[src/rtl/encoder_pkg.sv]
// Shared constants for the sequential 4-to-2 encoder and its priority selector.
package encoder_pkg;

  localparam int unsigned CODE_W  = 2;
  localparam int unsigned N_LINES = 4;

  localparam logic ST_IDLE    = 1'b0;
  localparam logic ST_PRESENT = 1'b1;

endpackage

[src/rtl/priority_select_4.sv]
// Combinational 4-way request selector: fixed (highest index wins) or
// round-robin (first set index at or after start, modulo 4).
module priority_select_4
  import encoder_pkg::*;
(
  input  logic [N_LINES-1:0] pending,
  input  logic [CODE_W-1:0]  start,
  input  logic               ROTATE,
  output logic [CODE_W-1:0]  sel,
  output logic               any
);

  logic [CODE_W-1:0] idx;

  always_comb begin
    sel = '0;
    idx = '0;
    any = |pending;
    if (ROTATE) begin
      // Walk offsets from farthest to nearest so the nearest set index is the last write.
      for (int unsigned k = N_LINES; k > 0; k--) begin
        idx = start + CODE_W'(k - 1);
        if (pending[idx]) sel = idx;
      end
    end else begin
      for (int unsigned k = 0; k < N_LINES; k++) begin
        if (pending[k]) sel = CODE_W'(k);
      end
    end
  end

endmodule

[src/rtl/encoder_4_to_2_seq.sv]
// Sequential 4-to-2 encoder: OR-merges line requests into a pending register and
// presents one code at a time, held until acknowledged.
module encoder_4_to_2_seq
  import encoder_pkg::*;
#(
  parameter logic ROTATE = 1'b0
) (
  input  logic CLK,
  input  logic RST,
  input  logic EN,
  input  logic D0,
  input  logic D1,
  input  logic D2,
  input  logic D3,
  input  logic ACK,
  output logic A0,
  output logic A1,
  output logic V
);

  logic [N_LINES-1:0] pending_q, pending_d;
  logic [CODE_W-1:0]  code_q, code_d;
  logic [CODE_W-1:0]  last_q, last_d;
  logic               state_q, state_d;

  logic [N_LINES-1:0] cap;
  logic [N_LINES-1:0] served_mask;
  logic [N_LINES-1:0] cleared;
  logic [N_LINES-1:0] sel_in;
  logic [CODE_W-1:0]  sel_start;
  logic [CODE_W-1:0]  sel;
  logic               sel_any;
  logic               ack_fire;

  assign cap      = EN ? {D3, D2, D1, D0} : '0;
  assign ack_fire = (state_q == ST_PRESENT) && ACK;

  always_comb begin
    served_mask         = '0;
    served_mask[code_q] = 1'b1;
  end

  assign cleared = pending_q & ~served_mask;

  // On ACK the next code comes from what remains pending; same-edge captures only
  // matter when nothing else remains, which keeps a re-requested line presented.
  always_comb begin
    sel_in    = pending_q;
    sel_start = last_q + 2'd1;
    if (ack_fire) begin
      sel_in    = (|cleared) ? cleared : cap;
      sel_start = code_q + 2'd1;
    end
  end

  priority_select_4 u_sel (
    .pending (sel_in),
    .start   (sel_start),
    .ROTATE  (ROTATE),
    .sel     (sel),
    .any     (sel_any)
  );

  always_comb begin
    pending_d = (ack_fire ? cleared : pending_q) | cap;
    state_d   = state_q;
    code_d    = code_q;
    last_d    = last_q;
    if (state_q == ST_IDLE) begin
      if (sel_any) begin
        code_d  = sel;
        state_d = ST_PRESENT;
      end
    end else if (ACK) begin
      last_d = code_q;
      if (sel_any) code_d  = sel;
      else         state_d = ST_IDLE;
    end
  end

  always_ff @(posedge CLK or posedge RST) begin
    if (RST) begin
      pending_q <= '0;
      state_q   <= ST_IDLE;
      code_q    <= '0;
      last_q    <= 2'd3;
    end else begin
      pending_q <= pending_d;
      state_q   <= state_d;
      code_q    <= code_d;
      last_q    <= last_d;
    end
  end

  assign A1 = code_q[1];
  assign A0 = code_q[0];
  assign V  = state_q;

endmodule

[config.mk]
export PLATFORM = sky130hd
export DESIGN_NAME = encoder_4_to_2_seq
export DESIGN_NICKNAME = d
export VERILOG_FILES = /design/src/rtl/encoder_pkg.sv /design/src/rtl/priority_select_4.sv /design/src/rtl/encoder_4_to_2_seq.sv
export SDC_FILE = /design/constraint.sdc
export NUM_CORES = 1
export LEC_CHECK = 0
export ABC_AREA = 0
export BUFFER_PORTS_ARGS = -buffer_cell sky130_fd_sc_hd__buf_4
export CAP_MARGIN = 10
export CORE_MARGIN = 2
export CORE_UTILIZATION = 35
export DETAILED_ROUTE_END_ITERATION = 8
export GPL_TIMING_DRIVEN = 0
export HOLD_SLACK_MARGIN = 0.06
export PLACE_DENSITY = 0.69
export SYNTH_ARGS = -nofsm -noshare
export SYNTH_HDL_FRONTEND = slang
export SYNTH_SLANG_ARGS = --single-unit
[constraint.sdc]
create_clock -name CLK -period 1.3 [get_ports CLK]
set_input_delay 0.195 -clock CLK [delete_from_list [all_inputs] [get_ports CLK]]
set_output_delay 0.195 -clock CLK [all_outputs]
set_load 0.05 [all_outputs]
==> impl_metrics.ini, run 1 <==
[sta]
post-route-min-period_ns = 1.37
fin_ws_ns = -0.0667
final_max_slew_viol_count = 0
period_share_pct = 105
setup_violations = 3
tns_ns = -0.126
timing.slew.headroom_pct = 80.8
rsz0062_at_grt = true
tightest_slew_ns = 0.284
finalClockSkew_ns = 0.00840
fmax_ghz = 0.732
hold_viol = 0

[hold_path]
min_path_type = in -> reg
min_to = pending_q[1]
min_from = D1
min_path_cells = 2

[finish]
nets = 103
mostFrequentLayoutCells = 17 x buf_4, 9 x nand2_1, 6 x dfrtp_2
fill_cells = 138
final_cell_area_um2 = 840
drive_above_1_share_pct = 46.8
area_delta_synth_final_pct = 48.8
n_antenna_cell = 0
layout_commonest_cell = buf_4

[setup_path]
r2r_slack_ns = -0.07
crit_path_max_fanout = 3
end_kind = flip-flop
ff2ff_path_depth = 6
startpoint_type = flip-flop
critical_path_class = reg -> reg
required_ns = 1.45
reg2reg_from = code_q[1]
timing.rr.end = V
cp.arrival_ns = 1.52

[placed_design]
gp_congestion = 0.885
io_buffers = 10
postPlaceCellArea_um2 = 667
dp_hpwl_mm = 1.07

[status]
violations = setup timing
outcome = finished with violations

[global_routing]
grt_first_pass_wirelength_mm = 2.48
antenna_found_initial = 0
grt_usage_pct = 17.6
grt.overflow.total = 0
grt_max_degree = 11
grt_pass1_vias = 565

[power]
p_leak_uw = 0.000363
switching_share_pct = 45.0
internal_power_uw = 914
p_switching_uw = 746
p_per_area_mw_per_mm2 = 1980
peakVddDrop_v = 0.000650
p_clk_share_pct = 11.5
pwr-share-comb_pct = 61.0
power_frac_seq_pct = 27.5

[clock_tree]
cts_root_buf = clkbuf_4
cts.sinks = 7
htreeDepth = 1
cts.path.max_buffers = 2
clock_latency_ns = 0.25
path_clk_slew_ns = 0.05
tritoncts = done
numCtsBuffers = 3

[run]
max_cap_viol_count = 0

[drt]
via_per_inst = 5.85
initialDrtViolationCount = 23
routedWlPerCell_um = 15.1
route.detailed.drc = 0
drt_first_pass_iters = 4
ant_nets = 0
wirelength_mm = 1.67
vias = 644

[floorplanning]
core_area_mm2 = 0.00151
die-area_mm2 = 0.00195
ios = 11
rows = 14
die_y_um = 44.2
start_util_pct = 37.5
fp.dieW_um = 44.2

[synthesis]
yosys.cell_types.count = 27
synthesis.area_um2 = 564
synthMuxAreaShare_pct = 1.77
synth-xor-area-share_pct = 0
synthSimpleGateAreaFrac_pct = 26.2
synthAdderAreaFrac_pct = 0
synth.net_count = 79
synth_top_family_by_area = compound AO/OA/AOI/OAI gates
synth_compound_area_share_pct = 33.3
synthCells = 71
synth_flop_cell = dfrtp_1
synth.ff_latch_count = 7
syn_avg_cell_area_um2 = 7.95
synth_edf_count = 0
synthArstFlopShare_pct = 100
synth_warnings = 0
seq_area_frac_synth_pct = 31.0
-- area by class of cell --
class | instances | area (um2) | area share (%)
plain buffers | 4 | 45.0 | 5.37
clock buffers | 4 | 26.3 | 3.13
inverters | 3 | 11.3 | 1.34
multi-input cells | 57 | 402 | 47.8
flip-flops and latches | 7 | 183 | 21.8
well taps | 16 | 20.0 | 2.38
repair buffers | 19 | 153 | 18.2
-- Yosys cell counts, types with 2 or more instances --
library cell | count | share of area, %
o21ai_0 | 5 | 4.4
o41ai_1 | 2 | 3.1
nor2b_1 | 3 | 3.3
inv_1 | 3 | 2.0
nand4_1 | 2 | 2.2
o31ai_1 | 2 | 2.7
buf_2 | 2 | 1.8
buf_6 | 2 | 4.0
o211ai_1 | 4 | 5.3
nor3b_1 | 2 | 2.7
o21ai_1 | 2 | 1.8
a22o_1 | 4 | 6.2
nor2_1 | 7 | 4.7
dfrtp_1 | 7 | 31
nand2_1 | 11 | 7.3
o21a_1 | 2 | 2.7
-- worst max path at each step --
stage,startpoint,endpoint,cells after the start
5_1_grt,code_q[1],V,6
3_5_place_dp,code_q[1],code_q[0],6
6_report,code_q[1],V,6
3_3_place_gp,pending_q[3],code_q[0],5
4_1_cts,code_q[1],code_q[0],6
2_1_floorplan,V,code_q[0],6
-- per-layer routing --
layer,track usage [%],routed length (um),up-vias
li1,-,-,312
met1,23.7,729,310
met2,27.4,855,18
met3,2.45,57,4
met4,9.09,23,0
met5,0,0,-
-- metrics by stage --
| stage | total power (uW) | instances | setup slack [ns] | hold slack, ns | utilization, % |
|---|---|---|---|---|---|
| floorplan | 967 | 71 | -0.107 | -0.00181 | - |
| global placement | 1170 | 97 | -0.0670 | 0.136 | 44.3 |
| detailed placement | 1170 | 97 | -0.0953 | 0.138 | 44.3 |
| CTS | 1460 | 106 | -0.0809 | 0.190 | 50.3 |
| global route | 1770 | 110 | -0.122 | 0.200 | 55.7 |
| finish | 1660 | 110 | -0.0667 | 0.200 | 55.7 |
-- cells by family (layout without fill, tap and decap cells) --
logic type | count (synthesis) | after routing
and+or+nand+nor | 30 | 30
buffers and inverters | 7 | 30
DFF | 7 | 7
muxes | 1 | 1
AOI/OAI and AO/OA | 26 | 26
-- state kept, by name (all words and copies together) (netlist names) --
signal / flops
V: 1
code_q: 2
pending_q: 4
-- power groups by stage --
stage               clock network (uW)  logic, uW  registers (uW)
floorplan                            0        479             489
global placement                     0        751             415
detailed placement                   0        756             416
CTS                                197        839             423
global route                       211       1090             469
finish                             191       1010             456
-- repair_timing --
| item | 4_1_cts | 5_1_grt |
|---|---|---|
| hold endpoints to repair | 7 | 0 |
| setup endpoints to repair | 3 | 3 |
| hold buffers | 1 | 0 |
| pin swaps | 3 | 4 |
| gates resized for setup | 5 | 20 |
| setup buffers | 4 | 4 |
-- critical path: stages, from the launching register on --
cell and delay [ns]:
dfrtp_2 0.42, buf_6 0.12, mux2i_1 0.18, nand2_2 0.10, and2_4 0.17, buf_6 0.11
o211ai_1 0.17
Note: power is estimated with default switching activity, not from simulation.
==> run 2: changes to the inputs <==
CTS_BUF_LIST = sky130_fd_sc_hd__clkbuf_16   (was not set)
==> run 2 against run 1 <==
  * Largest power group unchanged
  * Largest cell class unchanged
  * Flip-flop and latch count did not move
  * Global-route usage rose by 0.35 points
  * The flow still finishes with violations (setup timing)
  * Power rose by 20%
==> impl_metrics.ini, run 2 (synthesis results as in run 1) <==
[setup_path]
r2r_slack_ns = -0.05
ff2ff_path_depth = 5
crit_path_max_fanout = 8
cp.arrival_ns = 1.45
startpoint_type = flip-flop
required_ns = 1.40
timing.rr.end = code_q[0]
critical_path_class = reg -> reg
reg2reg_from = V
end_kind = flip-flop

[floorplanning]
die_y_um = 44.2
fp.dieW_um = 44.2
die-area_mm2 = 0.00195
core_area_mm2 = 0.00151
rows = 14
start_util_pct = 37.5
ios = 11

[power]
p_switching_uw = 784
pwr-share-comb_pct = 51.7
internal_power_uw = 1210
p_clk_share_pct = 25.2
power_uw = 1990
power_frac_seq_pct = 23.1
peakVddDrop_v = 0.00110
p_leak_uw = 0.000376
switching_share_pct = 39.4
p_per_area_mw_per_mm2 = 2220

[drt]
routedWlPerCell_um = 15.4
initialDrtViolationCount = 20
ant_nets = 0
wirelength_mm = 1.63
via_per_inst = 5.85
vias = 620
drt_first_pass_iters = 4
route.detailed.drc = 0

[placed_design]
io_buffers = 10
postPlaceCellArea_um2 = 667
gp_congestion = 0.885
dp_cells = 97
dp_hpwl_mm = 1.07

[finish]
layout_commonest_cell = buf_4
drive_above_1_share_pct = 52.2
final_cell_area_um2 = 898
n_antenna_cell = 0
largest_register = pending_q
nets = 99
mostFrequentLayoutCells = 13 x buf_4, 8 x nand2_1, 6 x dfrtp_2
largest_reg_flops = 4
instances_no_fill = 106
fin_util_pct = 59.6
area_delta_synth_final_pct = 59.2

[global_routing]
grt.overflow.total = 0
grt_usage_pct = 17.9
grt_max_degree = 11
grt_first_pass_wirelength_mm = 2.52
antenna_found_initial = 0
grt_pass1_vias = 546

[run]
max_cap_viol_count = 0

[clock_tree]
htreeDepth = 1
cts.sinks = 7
path_clk_slew_ns = 0.04
cts_root_buf = clkbuf_16
cts.path.max_buffers = 2
tritoncts = done
numCtsBuffers = 3
clock_latency_ns = 0.23

[sta]
hold_viol = 0
fmax_ghz = 0.739
timing.slew.headroom_pct = 80.4
rsz0062_at_grt = true
period_share_pct = 104
finalClockSkew_ns = 0.00380
final_max_slew_viol_count = 0
post-route-min-period_ns = 1.35
setup_violations = 3
fin_ws_ns = -0.0538
tightest_slew_ns = 0.290

[hold_path]
min_path_type = in -> reg
min_from = D1
min_path_cells = 2
min_to = pending_q[1]

[status]
outcome = finished with violations
violations = setup timing
[run 2: cell types whose count changed in the layout (fill, tap and decap cells not counted), sizes merged]
cell and delta:
inv +1, buf -4, clkbuf -1
[run 2: power by group through the flow]
stage,combinational (uW),clock (uW),sequential [uW]
2_1_floorplan,479,0,489
3_3_place_gp,751,0,415
3_5_place_dp,756,0,416
4_1_cts,856,514,419
5_1_grt,1110,536,477
6_report,1030,502,460
[run 2: final cells by class]
type,count,area [um2]
inverter,3,11.3
timing repair buffer,16,143
fill,135,608
tap,16,20.0
buffer,3,30.0
sequential,7,183
clock buffer,3,75.1
multi-input combinational,57,433
clock inverter,1,3.75
[run 2: how the worst max path moves through the flow]
| stage | startpoint | end | slack, ns | cells past startpoint |
|---|---|---|---|---|
| floorplan | V | code_q[0] | -0.11 | 6 |
| global route | V | code_q[0] | -0.12 | 5 |
| detailed placement | code_q[1] | code_q[0] | -0.1 | 6 |
| finish | V | code_q[0] | -0.05 | 5 |
| CTS | code_q[1] | code_q[1] | -0.07 | 6 |
| global placement | pending_q[3] | code_q[0] | -0.07 | 5 |
[run 2: per-stage QoR]
step	setup TNS [ns]	setup slack (ns)	hold WS, ns
after floorplan	-0.223	-0.107	-0.00181
after global placement	-0.114	-0.0670	0.136
after detailed placement	-0.155	-0.0953	0.138
after CTS	-0.152	-0.0672	0.216
after global routing	-0.280	-0.120	0.231
final	-0.0806	-0.0538	0.221
[run 2: metal layers]
metal	up-vias	wire length [um]	global-route usage, %	part of all wire [%]
li1	302	-	-	-
met1	302	723	24.5	44
met2	14	833	26.8	51
met3	2	63	6.12	3.9
met4	0	12	5.45	0.73
met5	-	0	0	0
[run 2: what timing repair did]
item	in CTS	in global routing
buffers inserted	2	3
gates resized for setup	5	28
endpoints found under the setup margin	2	3
pin swaps	3	8
endpoints found under the hold margin	7	0
hold buffers	1	0
[run 2: critical path, cell delays in order, from the launching register on]
cell and delay [ns]:
dfrtp_2 0.45, and3_4 0.26, o21a_1 0.14, o211ai_1 0.08, a31oi_1 0.17, o211ai_1 0.11
==> run 3: changes to the inputs <==
--- a/config.mk
+++ b/config.mk
@@ -13,7 +13,7 @@
 export CTS_BUF_LIST = sky130_fd_sc_hd__clkbuf_16
 export DETAILED_ROUTE_END_ITERATION = 8
-export GPL_TIMING_DRIVEN = 0
 export HOLD_SLACK_MARGIN = 0.06
 export PLACE_DENSITY = 0.69
+export RECOVER_POWER = 100
 export SYNTH_ARGS = -nofsm -noshare
 export SYNTH_HDL_FRONTEND = slang
==> constraint.sdc (replaced) <==
create_clock -name CLK -period 1.3 [get_ports CLK]
set_input_delay 0.065 -clock CLK [delete_from_list [all_inputs] [get_ports CLK]]
set_output_delay 0.065 -clock CLK [all_outputs]
set_load 0.05 [all_outputs]
==> run 3 against run 2 <==
  * The flow still finishes with violations (setup timing)
  * Register-to-register slack improved by 0.04 ns
  * Design area is 2.1% lower
  * Power is 2.1% lower
  * Final cell count grew 6.6%
  * Via count up 5.2%
  * Sequential power grew 2%
  * Utilization is 1.2 points lower
  * Global-route usage rose by 2.1 points
  * Clock skew shrank 0.0021 ns
==> impl_metrics.ini, run 3 (synthesis results as in run 1) <==
[status]
outcome = finished with violations
violations = setup timing

[setup_path]
cp_num_cells = 5
critical_path_class = reg -> reg
ff2ff_path_depth = 5
slowest_stage = dfrtp_2
cp_top_family = flip-flops
startpoint_type = flip-flop
cp_num_buf_inv = 0
crit_path_max_fanout = 6
cp.arrival_ns = 1.44
end_kind = flip-flop
worstPathCellList = nor2b_4, o21ai_2, and2_4, nor2_1, o311ai_1
reg2reg_from = code_q[1]
crit_start = code_q[1]
max_stage_delay_ns = 0.44
required_ns = 1.43

[sta]
period_share_pct = 101
timing.slew.headroom_pct = 81.3
rsz0062_at_grt = true
tightest_slew_ns = 0.277
fmax_ghz = 0.762
final_max_slew_viol_count = 0
hold_viol = 0
fin_ws_ns = -0.0131
post-route-min-period_ns = 1.31
setup_violations = 2
finalClockSkew_ns = 0.00171
tns_ns = -0.0152

[drt]
route.detailed.drc = 0
initialDrtViolationCount = 18
wirelength_mm = 1.70
via_per_inst = 5.77
vias = 652
drt_first_pass_iters = 4
ant_nets = 0
routedWlPerCell_um = 15.0

[finish]
largest_register = pending_q
n_antenna_cell = 0
area_delta_synth_final_pct = 55.9
nets = 106
drive_above_1_share_pct = 43.3
layout_commonest_cell = buf_4
mostFrequentLayoutCells = 20 x buf_4, 11 x nand2_1, 7 x nor2_1
largest_reg_flops = 4
final_cell_area_um2 = 880

[clock_tree]
htreeDepth = 1
cts_root_buf = clkbuf_16
numCtsBuffers = 3
cts.path.max_buffers = 2
cts.sinks = 7
clock_latency_ns = 0.23
path_clk_slew_ns = 0.04
tritoncts = done

[placed_design]
pre_cts_slack_ns = -0.0565
io_buffers = 10
postPlaceCellArea_um2 = 729
gp_congestion = 0.871
dp_hpwl_mm = 1.17

[power]
p_per_area_mw_per_mm2 = 2220
peakVddDrop_v = 0.00113
p_leak_uw = 0.000393

[global_routing]
grt_usage_pct = 20.0
grt_pass1_vias = 602
antenna_found_initial = 0
grt_first_pass_wirelength_mm = 2.79
grt.overflow.total = 0
grt_max_degree = 11

[floorplanning]
die-area_mm2 = 0.00195
die_y_um = 44.2
rows = 14
core_area_mm2 = 0.00151
fp.dieW_um = 44.2
start_util_pct = 37.5
ios = 11

[hold_path]
min_path_cells = 3
min_path_type = in -> reg
min_from = D0

[run]
max_cap_viol_count = 0
## run 3: layout make-up
cell class,instances,area (um2)
tap,16,20.0
sequential,7,183
clock buffer,3,75.1
fill,129,627
timing repair buffer,26,200
clock inverter,1,3.75
multi-input combinational,57,387
inverter,3,11.3
## run 3: stage by stage
| stage | utilization, % | hold slack [ns] | power [uW] | std cells |
|---|---|---|---|---|
| floorplan | - | -0.132 | 967 | 71 |
| global placement | 48.4 | 0.0157 | 1260 | 106 |
| detailed placement | 48.4 | 0.0197 | 1260 | 106 |
| CTS | 55.9 | 0.0765 | 1860 | 111 |
| global route | 58.4 | 0.0896 | 2070 | 113 |
| finish | 58.4 | 0.0737 | 1950 | 113 |
## run 3: tightest hold or removal path: stages
cell and delay (ns):
buf_4 0.10, nand2_1 0.05, nand2_1 0.05
## run 3: repair_timing
item                       4_1_cts  5_1_grt
setup endpoints to repair        3        3
hold endpoints to repair         7        0
hold buffers                     1        0
resized for setup                7        7
setup buffers                    0        1
gates cloned                     0        1
pin swaps                        2        7
## run 3: layer usage
layer,vias to the layer above,wire length [um],GRT usage [%]
li1,317,-,-
met1,315,752,26.5
met2,18,846,30.9
met3,2,87,7.35
met4,0,11,5.45
met5,-,0,0
## run 3: final timing paths
path                                end  slack [ns]
setup / recovery              code_q[1]       -0.01
min in group asynchronous  pending_q[1]        0.32
max in group asynchronous             V        0.75
hold reg to reg            pending_q[3]        0.63
setup reg to reg              code_q[1]       -0.01
hold / removal             pending_q[0]        0.07
## run 3: power breakdown
group / internal [uW] / switching, uW / total [uW]
sequential: 314 / 153 / 467
combinational: 473 / 486 / 959
clock: 401 / 124 / 525
total: 1190 / 763 / 1950
